==> src/rtl/set_rate_ctrl_if.sv <==
// set_rate_ctrl_if: set-button inputs, clock-generator strobes and increment/mode outputs of set_rate_ctrl
interface set_rate_ctrl_if;
    logic       i_set_btn;
    logic       i_slow_set_stb;
    logic       i_fast_set_stb;
    logic       o_inc_stb;
    logic [1:0] o_mode;
    modport master (output i_set_btn, i_slow_set_stb, i_fast_set_stb, input o_inc_stb, o_mode);
    modport slave (input i_set_btn, i_slow_set_stb, i_fast_set_stb, output o_inc_stb, o_mode);
endinterface

==> src/rtl/set_rate_ctrl.sv <==
// set_rate_ctrl: set-button auto-repeat (press, hold delay, slow then fast increments); FAST state built only with SET_RATE_FAST_EN
module set_rate_ctrl #(
    parameter int HOLD_DELAY = 2,
    parameter int SLOW_COUNT = 4
) (
    input logic          i_clk,
    input logic          i_reset_n,
    set_rate_ctrl_if.slave bus
);
    typedef enum logic [1:0] {IDLE = 2'd0, WAIT = 2'd1, SLOW = 2'd2, FAST = 2'd3} state_t;
    state_t     state, state_nx;
    logic [3:0] cnt, cnt_nx, cnt_inc;
    logic       btn_q, inc_q, inc_nx, press;
    assign press   = bus.i_set_btn & ~btn_q;
    assign cnt_inc = (cnt == 4'hf) ? cnt : cnt + 4'd1;
`ifndef SET_RATE_FAST_EN
    logic unused_fast;
    assign unused_fast = bus.i_fast_set_stb;
`endif
    // btn_q resets high so a button held through reset release is not a press
    always_ff @(posedge i_clk or negedge i_reset_n) begin
        if (!i_reset_n) begin
            state <= IDLE;
            cnt   <= '0;
            btn_q <= 1'b1;
            inc_q <= 1'b0;
        end else begin
            state <= state_nx;
            cnt   <= cnt_nx;
            btn_q <= bus.i_set_btn;
            inc_q <= inc_nx;
        end
    end
    // release beats any coincident strobe; !inc_q keeps pulses from abutting
    always_comb begin
        state_nx = state;
        cnt_nx   = cnt;
        inc_nx   = 1'b0;
        case (state)
            IDLE: if (press) begin
                state_nx = WAIT;
                cnt_nx   = '0;
                inc_nx   = 1'b1;
            end
            WAIT: if (!bus.i_set_btn) begin
                state_nx = IDLE;
                cnt_nx   = '0;
            end else if (bus.i_slow_set_stb) begin
                state_nx = (cnt_inc == 4'(HOLD_DELAY)) ? SLOW : WAIT;
                cnt_nx   = (cnt_inc == 4'(HOLD_DELAY)) ? 4'd0 : cnt_inc;
            end
            SLOW: if (!bus.i_set_btn) begin
                state_nx = IDLE;
                cnt_nx   = '0;
            end else if (bus.i_slow_set_stb && !inc_q) begin
                inc_nx = 1'b1;
                cnt_nx = cnt_inc;
`ifdef SET_RATE_FAST_EN
                state_nx = (cnt_inc == 4'(SLOW_COUNT)) ? FAST : SLOW;
`endif
            end
`ifdef SET_RATE_FAST_EN
            FAST: if (!bus.i_set_btn) begin
                state_nx = IDLE;
                cnt_nx   = '0;
            end else if (bus.i_fast_set_stb && !inc_q) begin
                inc_nx = 1'b1;
            end
`endif
            default: begin
                state_nx = IDLE;
                cnt_nx   = '0;
            end
        endcase
    end
    assign bus.o_inc_stb = inc_q;
    assign bus.o_mode    = state;
endmodule

==> src/flat_wrapper.sv <==
// flat-port wrapper written by rule: the top's interface ports become plain ports
module set_rate_ctrl_flat 
#(
    parameter int HOLD_DELAY = 2,
    parameter int SLOW_COUNT = 4
)
  (i_clk, i_reset_n, bus_i_set_btn, bus_i_slow_set_stb, bus_i_fast_set_stb, bus_o_inc_stb, bus_o_mode);
  set_rate_ctrl_if bus_i ();
  input logic i_clk;
  input logic i_reset_n;
  input wire logic [$bits(bus_i.i_set_btn)-1:0] bus_i_set_btn;
  input wire logic [$bits(bus_i.i_slow_set_stb)-1:0] bus_i_slow_set_stb;
  input wire logic [$bits(bus_i.i_fast_set_stb)-1:0] bus_i_fast_set_stb;
  output wire logic [$bits(bus_i.o_inc_stb)-1:0] bus_o_inc_stb;
  output wire logic [$bits(bus_i.o_mode)-1:0] bus_o_mode;
  assign bus_i.i_set_btn = bus_i_set_btn;
  assign bus_i.i_slow_set_stb = bus_i_slow_set_stb;
  assign bus_i.i_fast_set_stb = bus_i_fast_set_stb;
  assign bus_o_inc_stb = bus_i.o_inc_stb;
  assign bus_o_mode = bus_i.o_mode;
  set_rate_ctrl #(.HOLD_DELAY(HOLD_DELAY), .SLOW_COUNT(SLOW_COUNT)) u_core (.i_clk(i_clk), .i_reset_n(i_reset_n), .bus(bus_i));
endmodule
==> config.mk <==
export PLATFORM = sky130hd
export DESIGN_NAME = set_rate_ctrl_flat
export DESIGN_NICKNAME = d
export VERILOG_FILES = /design/src/rtl/set_rate_ctrl_if.sv /design/src/rtl/set_rate_ctrl.sv /design/src/flat_wrapper.sv
export SDC_FILE = /design/constraint.sdc
export NUM_CORES = 1
export LEC_CHECK = 0
export ABC_AREA = 1
export BUFFER_PORTS_ARGS = -buffer_cell sky130_fd_sc_hd__buf_4
export CAP_MARGIN = 10
export CORE_MARGIN = 3
export CORE_UTILIZATION = 29
export DETAILED_ROUTE_END_ITERATION = 12
export PLACE_DENSITY = 0.47
export SETUP_SLACK_MARGIN = 0.05
export SLEW_MARGIN = 0
export SYNTH_ARGS = -nofsm -noshare
export SYNTH_HDL_FRONTEND = slang
export SYNTH_SLANG_ARGS = --single-unit
==> constraint.sdc <==
create_clock -name i_clk -period 4.1 [get_ports i_clk]
set_clock_uncertainty 0.15 [all_clocks]
set_input_delay 0.82 -clock i_clk [delete_from_list [all_inputs] [get_ports i_clk]]
set_output_delay 0.82 -clock i_clk [all_outputs]
set_load 0.02 [all_outputs]
## Yosys cells after proc, flatten, opt, wreduce, memory -nomap -nowiden

Index checks and enable logic that the tools add are counted.

- Bitwise gates (word level): 2
- Div/mod/pow operators: 0
- Equal/unequal tests: 8
- Reductions and logical operators: 5
- $add $sub $neg: 1
- Magnitude comparators: 0
- Shift operators: 0
- Muxes and demuxes: 18
- Multiply operators: 0

Operators by type and width:

| operator | count |
|---|---|
| $mux 4 | 7 |
| $pmux 4 s3 | 1 |
| $mux 2 | 5 |
| $pmux 2 s3 | 1 |
| $reduce_and 3->1 | 2 |
| $add 4x1->4 const B | 1 |
| $eq 4x2->1 const B | 1 |
| $eq 4x4->1 const B | 1 |
| $mux 1 | 3 |
| $ne 3x2->1 const B | 1 |
| $ne 3x3->1 const B | 1 |
| $eq 2x1->1 const B | 1 |
| $eq 2x2->1 const B | 1 |
| $logic_not 2->1 | 1 |
| $ne 2x1->1 const B | 1 |
| $ne 2x2->1 const B | 1 |
| $pmux 1 s2 | 1 |
| $and 1x1->1 | 1 |
| $logic_and 1x1->1 | 1 |
| $logic_not 1->1 | 1 |
| $not 1->1 | 1 |

- Input port bits: 5
- Latch bits: 0
- Flip-flop bits (word level): 8
- Word-level logic and storage cells: 38
- Memories: 0
- Bits in read-only memories: 0
- Output and inout bits: 3
- Memory bits (writable): 0

## Depth between registers and ports, before layout

- Word-level depth: 7
- Mapped depth: 11
- Depth with buffers taken out: 11

## Worst setup path before layout

OpenSTA, ideal clock, no wires.

- Path kind: input-to-reg
- Start: input port bus_i_set_btn
- End: register u_core.cnt[0]
- Buffers on the path: 0
- Data arrival time: 1352 ps
- Cell stages on the path: 6
- Data required time: 3833 ps
- Library setup time: 117 ps
- Slack: 2481 ps
- Cell sequence: nand2_1 inv_2 o21ai_0 nand4_1 nand2_1 nor2_1

- Longest elaborated chain between the ends: 3
- Elaborated cells on any way between the ends: 8
- Classes of those cells: 3 x eq/ne; 3 x mux; 1 x bitwise; 1 x reduce/logical

Ends and longest elaborated chain:

| element | line | RTL |
|---|---|---|
| start: declaration | flat_wrapper.sv:11 | `input wire logic [$bits(bus_i.i_set_btn)-1:0] bus_i_set_btn;` |
| $and 1x1->1 | set_rate_ctrl.sv:14 | `assign press = bus.i_set_btn & ~btn_q;` |
| $ne 2x1->1 (no line) | -- |  |
| $reduce_and 3->1 (no line) | -- |  |
| end signal: assignment | set_rate_ctrl.sv:29 | `cnt <= cnt_nx;` |
| end: declaration | set_rate_ctrl.sv:12 | `logic [3:0] cnt, cnt_nx, cnt_inc;` |

Parallel ways exist; a longest one is shown, timed or not.
A chain may end at the register's enable or synchronous reset.

## Final worst setup path

- Start: register u_core.state[0], in the netlist u_core.bus.o_mode[0]
- End: output port bus_o_mode[0]

RTL lines:

| element | line | RTL |
|---|---|---|
| start: declaration | set_rate_ctrl.sv:11 | `state_t state, state_nx;` |
| start signal: assignment | set_rate_ctrl.sv:28 | `state <= state_nx;` |
| end: declaration | flat_wrapper.sv:15 | `output wire logic [$bits(bus_i.o_mode)-1:0] bus_o_mode;` |

No word-level cell between the ends.

==> results.md <==
* Seq/Total Area, Yosys at 36.6%
* Final GP Congestion at 0.738
* Crit-path leading delay family: flip-flops
* Fillers at 204
* Post-CTS sizing at 0
* Clock root buffer: clkbuf_4
* FF+latch area at 201 um2
* Pre-CTS setup slack at 2.17 ns
* Largest net degree at the start of global routing at 9
* Starting density of the core at 31.2%
* Clock tree buffer depth at 2
* Max-cap viol count at 0
* Core Box Area at 1760 um2
* Setup TNS at 0 ns
* Final wirelength at 1040 um
* Worst-Skew Late Latency at 0.25 ns
* Ant diodes at 0
* Initial antenna violation count at 0
* Vert. Die Dim at 49.6 um
* Total GRT Usage at 10.0%
* # hold bufs at CTS at 0
* Post-Syn Nets at 83
* Cell variety after synth at 21
* Post-route ant nets at 0
* Status: finished clean
* Die area at 2460 um2
* CP required at 3.13 ns
* DIE WIDTH at 49.6 um
* Row count at 15
* DR iter-0 viols at 6
* Adder-cell share of the synthesized area at 11.4%
* Mapped Cells at 73
* Area growth, synth to finish at 18.6%
* PD cells at 583 nW/um2
* EDFF count, synth at 0
* Final hold violations at 0
* Yosys warning count at 0
* Post-route clock period utilization at 44.0%
* Crit path max fanout at 4
* Post-CTS Setup Inserts at 0
* TritonCTS Sinks at 8
* Worst-Margin Slew at 0.265 ns
* Yosys top cell by area: dfrtp_1
* Largest family of logic cells by synthesized area: simple AND/OR/NAND/NOR gates
* Pleak at 0.342 nW
* Worst path cell trace: buf_4
* Fmax at 554 MHz
* Final setup fails at 0
* Arr. time, crit path at 0.83 ns
* Critical path type: flop to output pin
* Top_reg_cell synth: dfrtp_1
* Buf/Inv on CP at 1
* Crit-path max cell delay at 0.41 ns
* Total number of vias at 468
* Vias/cell at 4.33
* Mux share of post-synthesis cell area at 0%
* Vias in the first global route at 440
* Multi-input gate area at 304 um2
* I/O Buffers at 6
* RSZ-0062 raised after global routing: false
* Fin crit period at 1.80 ns
* Main area contributors after synthesis: dfrtp_1 (32%), nand2_1 (16%), ha_1 (11%)
* Layout cells sized above 1 at 21.7%
* Final slew viol count at 0
* Async SR Flop Fraction at 100%
* Congestion Overflow GR at 0
* Remaining routing DRC violations at 0
* CTS Buf Count at 3
* Slowest cell on crit path: dfrtp_1
* Post-synthesis xor/xnor area fraction at 0%
* Drt first pass iters at 2
* H-tree depth at 1
* Synth Area in Simple Gates at 30.5%
* First-pass GRT wire length at 1920 um
* Slew headroom at 82.2%
* Min-Delay Path Class: primary input to asynchronous set/reset pin
* Drt wl/cell at 9.64 um
* Cell Area, Synth at 551 um2
* Top cell type's share of synthesized area at 31.8%
* Fin worst setup slack at 2.30 ns
* Critical path capture point type: output pin
* Yosys reg bits at 8
* Fraction of the mapped netlist area in compound gates at 13.4%
* Clock transition at path regs at 0.06 ns
* Ports at 8
* Layout net count at 94
* DP HPWL at 851 um
* Worst setup SP type: flop
* Syn Area/Cell at 7.54 um2
* Worst vdd ir at 0.242 mV
* CTS tree: yes
[layout make-up]
cell class	count	share of cell area [%]
clock buffers	4	4.02
inverters	12	6.90
multi-input cells	53	46.6
flip-flops and latches	8	30.8
well taps	25	4.79
repair buffers	6	6.90
[synth_stat cells (2+ instances only)]
library cell	instances
dfrtp_1	7
ha_1	5
inv_1	10
inv_2	2
nand2_1	23
nand3_1	2
nand4_1	2
nor2_1	6
o211ai_1	2
o21ai_0	3
[power by group]
part,total [mW],switching (mW),internal (mW)
combinational,0.198,0.120,0.0784
clock,0.0654,0.0281,0.0373
sequential,0.117,0.0187,0.0986
total,0.381,0.166,0.214
[flip-flops by register name, indices dropped and copies added (netlist names)]
name / flops
u_core.cnt: 4
u_core.bus.o_inc_stb: 1
u_core.btn_q: 1
u_core.bus.o_mode: 2
[cells in the final DEF, fill, tap and decap left out, drive strengths merged, types with 3 or more instances in the layout]
cell	instances
dfrtp	7
ha	5
inv	12
nor2	7
o21ai	5
nand2	24
clkbuf	4
buf	6
nand3	3
[logic make-up (layout without fill, tap and decap cells)]
logic type,Yosys count,in the layout
and+or+nand+nor,38,38
adders and majority gates,5,5
AOI/OAI and AO/OA,10,10
buffers and inverters,12,22
DFF,8,8
[per-layer routing]
| metal | up-vias | GRT usage, % | wire length (um) |
|---|---|---|---|
| li1 | 253 | - | - |
| met1 | 209 | 12.7 | 556 |
| met2 | 6 | 15.0 | 437 |
| met3 | 0 | 4.83 | 46 |
| met4 | 0 | 2.76 | 0 |
| met5 | - | 0 | 0 |
[through the flow]
step                cell area [um2]  instances  hold slack, ns  utilization, %  power, mW
CTS                             653        108           0.216            37.0      0.389
floorplan                       551         73           0.345               -      0.266
finish                          653        108           0.221            37.0      0.381
global placement                627        104           0.386            35.5      0.319
global route                    653        108           0.218            37.0      0.421
detailed placement              627        104           0.376            35.5      0.319
[worst paths after layout]
check,cells after the start,end,from,slack [ns]
min reg2reg,2,u_core.cnt[3]$_DFFE_PN0P_,u_core.cnt[3]$_DFFE_PN0P_,0.39
max reg2reg,8,u_core.cnt[0]$_DFFE_PN0P_,u_core.bus.o_mode[0]$_DFFE_PN0P_,2.49
min in group i_clk,2,u_core.cnt[3]$_DFFE_PN0P_,u_core.cnt[3]$_DFFE_PN0P_,0.39
min,1,u_core.bus.o_mode[0]$_DFFE_PN0P_,i_reset_n,0.22
max,1,bus_o_mode[0],u_core.bus.o_mode[0]$_DFFE_PN0P_,2.30
max in group asynchronous,1,u_core.btn_q$_DFF_PN1_,i_reset_n,3.36
Power figures use the tool's default switching activity.
